**config.mk**
```make
export PLATFORM = sky130hd
export DESIGN_NAME = upe_serial_rx64_flat
export DESIGN_NICKNAME = d
export VERILOG_FILES = /design/src/rtl/upe_serial_rx64_if.sv /design/src/rtl/upe_serial_rx64.sv /design/src/flat_wrapper.sv
export SDC_FILE = /design/constraint.sdc
export NUM_CORES = 1
export LEC_CHECK = 0
export ABC_AREA = 1
export CAP_MARGIN = 20
export CELL_PAD_IN_SITES_DETAIL_PLACEMENT = 1
export CELL_PAD_IN_SITES_GLOBAL_PLACEMENT = 1
export CORE_MARGIN = 4
export CORE_UTILIZATION = 44
export CTS_CLUSTER_DIAMETER = 120
export DETAILED_ROUTE_END_ITERATION = 16
export PLACE_DENSITY = 0.78
export REMOVE_ABC_BUFFERS = 1
export SLEW_MARGIN = 30
export SYNTH_ARGS = -nofsm -noshare
export SYNTH_HDL_FRONTEND = slang
export SYNTH_SLANG_ARGS = --single-unit
```
**constraint.sdc**
```tcl
create_clock -name clk -period 1.9 [get_ports clk]
set_input_delay 0.285 -clock clk [delete_from_list [all_inputs] [get_ports clk]]
set_output_delay 0.285 -clock clk [all_outputs]
set_load 0.02 [all_outputs]
```
**src/rtl/upe_serial_rx64_if.sv**
```systemverilog
// upe_serial_rx64_if
//   Bundles the serial input line and the parallel output handshake of the
//   UPE serial receiver.
//   Signals:
//     ser_in     serial line into the receiver (idle low)
//     out_ready  consumer accepts out_data while out_valid is high
//     out_data   last good received word, bit 0 first on the line
//     out_valid  out_data holds an unconsumed word
//     frame_err  one-cycle pulse, stop bit was high
//     overrun    one-cycle pulse, good word dropped because the previous one was unconsumed
//     busy       receiver is inside a frame
//   Modports: master = receiver side, slave = line driver / consumer side.
interface upe_serial_rx64_if #(
    parameter int unsigned WIDTH = 64
);
    logic             ser_in;
    logic             out_ready;
    logic [WIDTH-1:0] out_data;
    logic             out_valid;
    logic             frame_err;
    logic             overrun;
    logic             busy;

    modport master (
        input  ser_in,
        input  out_ready,
        output out_data,
        output out_valid,
        output frame_err,
        output overrun,
        output busy
    );

    modport slave (
        output ser_in,
        output out_ready,
        input  out_data,
        input  out_valid,
        input  frame_err,
        input  overrun,
        input  busy
    );
endinterface

```
**src/rtl/upe_serial_rx64.sv**
```systemverilog
// upe_serial_rx64
//   Serial-to-parallel receiver for 64-bit UPE operands. Accepts a framed,
//   LSB-first bit stream (start high, WIDTH data bits, stop low) with a fixed
//   BIT_TICKS clock cycles per bit, and hands the word out on a valid/ready
//   handshake.
//   Ports:
//     clk    system clock
//     rst_n  asynchronous active-low reset
//     bus    upe_serial_rx64_if.master (ser_in, out_ready in; out_data,
//            out_valid, frame_err, overrun, busy out)
module upe_serial_rx64 #(
    parameter int unsigned BIT_TICKS = 1252,
    parameter int unsigned WIDTH     = 64
) (
    input  logic              clk,
    input  logic              rst_n,
    upe_serial_rx64_if.master bus
);
    localparam int unsigned   CW       = $clog2(BIT_TICKS);
    localparam int unsigned   IW       = (WIDTH > 1) ? $clog2(WIDTH) : 1;
    // The counter expires when it reads zero, so loads are one less than
    // the wanted spacing; this keeps BIT_TICKS-1 inside clog2(BIT_TICKS) bits.
    localparam logic [CW-1:0] HALF_LD  = CW'(BIT_TICKS / 2 - 1);
    localparam logic [CW-1:0] BIT_LD   = CW'(BIT_TICKS - 1);
    localparam logic [6:0]    LAST_IDX = 7'(WIDTH - 1);

    typedef enum logic [1:0] {IDLE, START, DATA, STOP} state_e;

    state_e           state, state_n;
    logic             sync1, s, s_d;
    logic [CW-1:0]    cnt, cnt_n;
    logic [6:0]       idx, idx_n;
    logic [WIDTH-1:0] shreg, shreg_n;
    logic [WIDTH-1:0] data_q;
    logic             valid_q, ferr_q, ovr_q;
    logic             load, ferr_n, ovr_n, expire;

    always_ff @(posedge clk or negedge rst_n) begin
        if (!rst_n) state <= IDLE;
        else        state <= state_n;
    end

    always_comb begin
        state_n = state;
        cnt_n   = cnt;
        idx_n   = idx;
        shreg_n = shreg;
        load    = 1'b0;
        ferr_n  = 1'b0;
        ovr_n   = 1'b0;
        expire  = (cnt == '0);

        if (state != IDLE && !expire) cnt_n = cnt - 1'b1;

        case (state)
            IDLE: begin
                if (s && !s_d) begin
                    state_n = START;
                    cnt_n   = HALF_LD;
                end
            end
            START: begin
                if (expire) begin
                    if (s) begin
                        state_n = DATA;
                        cnt_n   = BIT_LD;
                        idx_n   = '0;
                    end else begin
                        state_n = IDLE;
                    end
                end
            end
            DATA: begin
                if (expire) begin
                    shreg_n[idx[IW-1:0]] = s;
                    cnt_n = BIT_LD;
                    if (idx == LAST_IDX) state_n = STOP;
                    else                 idx_n   = idx + 1'b1;
                end
            end
            STOP: begin
                if (expire) begin
                    state_n = IDLE;
                    if (s)                              ferr_n = 1'b1;
                    else if (!valid_q || bus.out_ready) load   = 1'b1;
                    else                                ovr_n  = 1'b1;
                end
            end
            default: state_n = IDLE;
        endcase
    end

    always_ff @(posedge clk or negedge rst_n) begin
        if (!rst_n) begin
            sync1   <= 1'b0;
            s       <= 1'b0;
            s_d     <= 1'b0;
            cnt     <= '0;
            idx     <= '0;
            shreg   <= '0;
            data_q  <= '0;
            valid_q <= 1'b0;
            ferr_q  <= 1'b0;
            ovr_q   <= 1'b0;
        end else begin
            sync1  <= bus.ser_in;
            s      <= sync1;
            s_d    <= s;
            cnt    <= cnt_n;
            idx    <= idx_n;
            shreg  <= shreg_n;
            ferr_q <= ferr_n;
            ovr_q  <= ovr_n;
            // A load in the same cycle as an accept keeps valid high.
            if (load) begin
                data_q  <= shreg;
                valid_q <= 1'b1;
            end else if (valid_q && bus.out_ready) begin
                valid_q <= 1'b0;
            end
        end
    end

    assign bus.out_data  = data_q;
    assign bus.out_valid = valid_q;
    assign bus.frame_err = ferr_q;
    assign bus.overrun   = ovr_q;
    assign bus.busy      = (state != IDLE);
endmodule
```
**src/flat_wrapper.sv**
```systemverilog
// flat-port wrapper written by rule: the top's interface ports become plain ports
module upe_serial_rx64_flat 
#(
    parameter int unsigned BIT_TICKS = 1252,
    parameter int unsigned WIDTH     = 64
)
  (clk, rst_n, bus_ser_in, bus_out_ready, bus_out_data, bus_out_valid, bus_frame_err, bus_overrun, bus_busy);
  upe_serial_rx64_if #(.WIDTH(WIDTH)) bus_i ();
  input  logic clk;
  input  logic rst_n;
  input wire logic [$bits(bus_i.ser_in)-1:0] bus_ser_in;
  input wire logic [$bits(bus_i.out_ready)-1:0] bus_out_ready;
  output wire logic [$bits(bus_i.out_data)-1:0] bus_out_data;
  output wire logic [$bits(bus_i.out_valid)-1:0] bus_out_valid;
  output wire logic [$bits(bus_i.frame_err)-1:0] bus_frame_err;
  output wire logic [$bits(bus_i.overrun)-1:0] bus_overrun;
  output wire logic [$bits(bus_i.busy)-1:0] bus_busy;
  assign bus_i.ser_in = bus_ser_in;
  assign bus_i.out_ready = bus_out_ready;
  assign bus_out_data = bus_i.out_data;
  assign bus_out_valid = bus_i.out_valid;
  assign bus_frame_err = bus_i.frame_err;
  assign bus_overrun = bus_i.overrun;
  assign bus_busy = bus_i.busy;
  upe_serial_rx64 #(.BIT_TICKS(BIT_TICKS), .WIDTH(WIDTH)) u_core (.clk(clk), .rst_n(rst_n), .bus(bus_i));
endmodule
```
==> summary.md <==
| Metric | Value |
|---|---|
| Status | finished clean |
| Slew HR | 55.6% |
| Final core utilization | 56.8% |
| CP endpoint kind | register |
| Worst VDD drop | 701 uV |
| Min-Delay Endpoint | u_core.sync1$_DFF_PN0_ |
| Finished Layout Cells | 1128 |
| Worst r2r path cells | 10 |
| Per-cell routed wire length | 17.7 um |
| Port Buffers | 71 |
| Post-synth top flop | dfrtp_1 |
| Setup WS pre-CTS | 38.9 ps |
| Family with the most delay on the worst path | simple AND/OR/NAND/NOR gates |
| Lkg Pwr | 3.94 nW |
| Core ar. | 0.0160 mm^2 |
| Clock root cell | clkbuf_16 |
| Largest stage delay on the critical path | 440 ps |
| Vias in the first global route | 6313 |
| Post-Syn Instances | 799 |
| Crit path max fanout | 27 |
| EDFF count, synth | 0 |
| Initial DRT Pass Iterations | 5 |
| Drt drc | 0 |
| R2r endpoint | u_core.bus.out_data[31]$_DFFE_PN0P_ |
| Reg clk slew, reported paths | 70 ps |
| Final Power | 0.00924 W |
| Initial Util | 45.1% |
| Fmax | 540 MHz |
| Hpwl dp | 13.0 mm |
| H-tree Lvls | 4 |
| Post-synth top area cell | dfrtp_1 |
| I/O pins | 72 |
| Final setup violation count | 0 |
| Starting DRT DRC Count | 319 |
| Worst EP arrival | 2170 ps |
| Mapped Area | 0.00721 mm^2 |
| Worst r2r src | u_core.cnt[3]$_DFF_PN0_ |
| Die width | 136 um |
| Area share of the largest cell type after synthesis | 53.4% |
| Final wirelength | 19.9 mm |
| Min-delay worst type | in2reg |
| Crit path buf inv count | 3 |
| Min Tclk post-route | 1850 ps |
| Vias per cell | 5.20 |
| Critical Path RT | 2220 ps |
| Clk_lat worst skew | 430 ps |
| Synthesized flop and latch total | 154 |
| Initial antenna violation count | 0 |
| Final WS setup | 46.7 ps |
| CP Class | reg2reg |
| Global route total overflow | 0 |
| CP Cell Sequence | nor2_4 -> nand2_2 -> nor2_4 -> nand2_4 -> inv_2 -> nand4_4 -> buf_12 -> buf_12 -> nand2_1 -> o21ai_2 |
| Worst Setup Start Kind | register |
| Ys async rst share | 100% |
| WHS Path Cells | 1 |
| Measured slew at the worst slew-check pin | 665 ps |
| Antenna viol nets, final | 0 |
| Layout area overhead | 26.0% |
| Final period util | 97.5% |
| Placed cells | 1089 |
| Synth top cells by count | nand2_1, dfrtp_1, inv_1 |
| Cell Rows | 46 |
| CTS sink cnt | 154 |
| Diodes inserted | 0 |
| Count of cell types in the netlist | 31 |
| Design Area, Final | 0.00909 mm^2 |
| Chip height | 136 um |
| Wire length of the first global-routing pass | 31.9 mm |
| Layout cell share with drive strength beyond 1 | 21.2% |
| Total CTS buffers | 17 |
| Syn avg cell area | 9.03 um^2 |
| Yosys warns | 0 |
| Area after DPL | 0.00828 mm^2 |
| GP Congestion | 0.783 |
| Largest net degree at the start of global routing | 64 |
| Final hold vios | 0 |
| Pwr per Cell Area | 1020 mW/mm^2 |
| Total track usage | 21.6% |
| Max-cap violations | 0 |
| Max-slew violation count | 0 |
| Via count | 5868 |
| Ranking of synthesized cells by area | dfrtp_1, nand2_1, o21ai_2, nand3_1, o21ai_1 |
| CP max stage cell | dfrtp_1 |
| Clock skew | 13.3 ps |
| Most common cell in the netlist | nand2_1 |
| Fin nets | 910 |
| Sequential fraction of the synthesis area | 53.4% |
| FF-to-FF setup slack | 50 ps |
| CTS tree | yes |
| Hold path startpoint | bus_ser_in |
| Die area | 0.0185 mm^2 |
| Clk buf depth | 2 |
## worst register-to-register path: stages, from the launching register on
cell	delay [ps]
dfrtp_1	440
nor2_4	180
nand2_2	90
nor2_4	130
nand2_4	100
inv_2	90
nand4_4	160
buf_12	210
buf_12	170
nand2_1	110
o21ai_2	70
## layout by cell type, fill, tap and decap left out, drive strengths merged
cell and instances:
clkinvlp 1, nand4 10, nor3 12, and2 1, nand3 84, dlygate4sd3 1, nor2 45, clkbuf 22
o211ai 2, clkdlybuf4s50 69, o22ai 1, a21oi 2, bufinv 3, nand2 208, inv 100, o21bai 2
a31oi 1, xor2 4, buf 39, o21ai 135, ha 7, dfrtp 154, clkinv 8, nand3b 1
## where the power goes
group          leakage (nW)  switching (W)  total (W)  internal (W)
Sequential             2.12       0.000220    0.00366       0.00344
Clock                 0.297        0.00140    0.00347       0.00207
Combinational          1.52        0.00141    0.00211      0.000698
## layer usage
layer	wire length (um)	share of wire, %	up-vias	global-route usage [%]
met5	0	0	-	0
met1	8400	42	2950	26.3
met4	381	1.9	0	7.39
met2	10500	53	113	38.9
li1	-	-	2777	-
met3	636	3.2	28	3.52
## worst max-delay path by stage
stage / start / endpoint / slack [ps] / depth (start not counted)
floorplan: u_core.s$_DFF_PN0_ / u_core.bus.out_data[0]$_DFFE_PN0P_ / -2600 / 3
global placement: u_core.cnt[7]$_DFF_PN0_ / u_core.bus.out_data[32]$_DFFE_PN0P_ / 160 / 10
detailed placement: u_core.cnt[0]$_DFF_PN0_ / u_core.idx[6]$_DFFE_PN0P_ / 40 / 11
CTS: register / bus_busy / 5 / 4
global route: u_core.cnt[3]$_DFF_PN0_ / u_core.bus.out_data[56]$_DFFE_PN0P_ / -50 / 10
finish: u_core.cnt[3]$_DFF_PN0_ / u_core.bus.out_data[31]$_DFFE_PN0P_ / 50 / 10
## stage by stage
step	TNS [ps]	hold slack [ps]
after floorplan	-168740	-10.6
after global placement	0	270
after detailed placement	0	284
after CTS	0	283
after global routing	-255	287
final	0	298
## flip-flops by register name (all words and copies together), names as in the netlist, named ones only
name and cells:
u_core.bus.frame_err 1, u_core.sync1 1, u_core.bus.out_valid 1, u_core.s 1
u_core.bus.overrun 1, u_core.shreg 64, u_core.s_d 1, u_core.state 1
u_core.idx 7, u_core.cnt 11, u_core.bus.out_data 64
## final cells by class
| class | instances | area (um^2) |
|---|---|---|
| flip-flops and latches | 154 | 3860 |
| repair buffers | 114 | 1190 |
| clock inverters | 15 | 171 |
| fillers | 1875 | 6910 |
| multi-input cells | 515 | 2810 |
| inverters | 97 | 364 |
| well taps | 216 | 270 |
| clock buffers | 17 | 425 |
## cells by family after synthesis
family          synth area share (%)
compound gates                  13.0
simple gates                    23.1
flops                           53.4
xor+xnor                       0.486
fa+ha+maj                       1.21
buf+inv                         8.81
## timing repair
item                                    CTS  global route
hold buffers                              1             0
cloned                                    0             4
pin swaps                                 0             3
endpoints found under the hold margin    49             0
setup buffers                             0             2
endpoints found under the setup margin    1            73
gates resized for setup                   3            24
No activity file was read; power rests on OpenSTA's default activity.
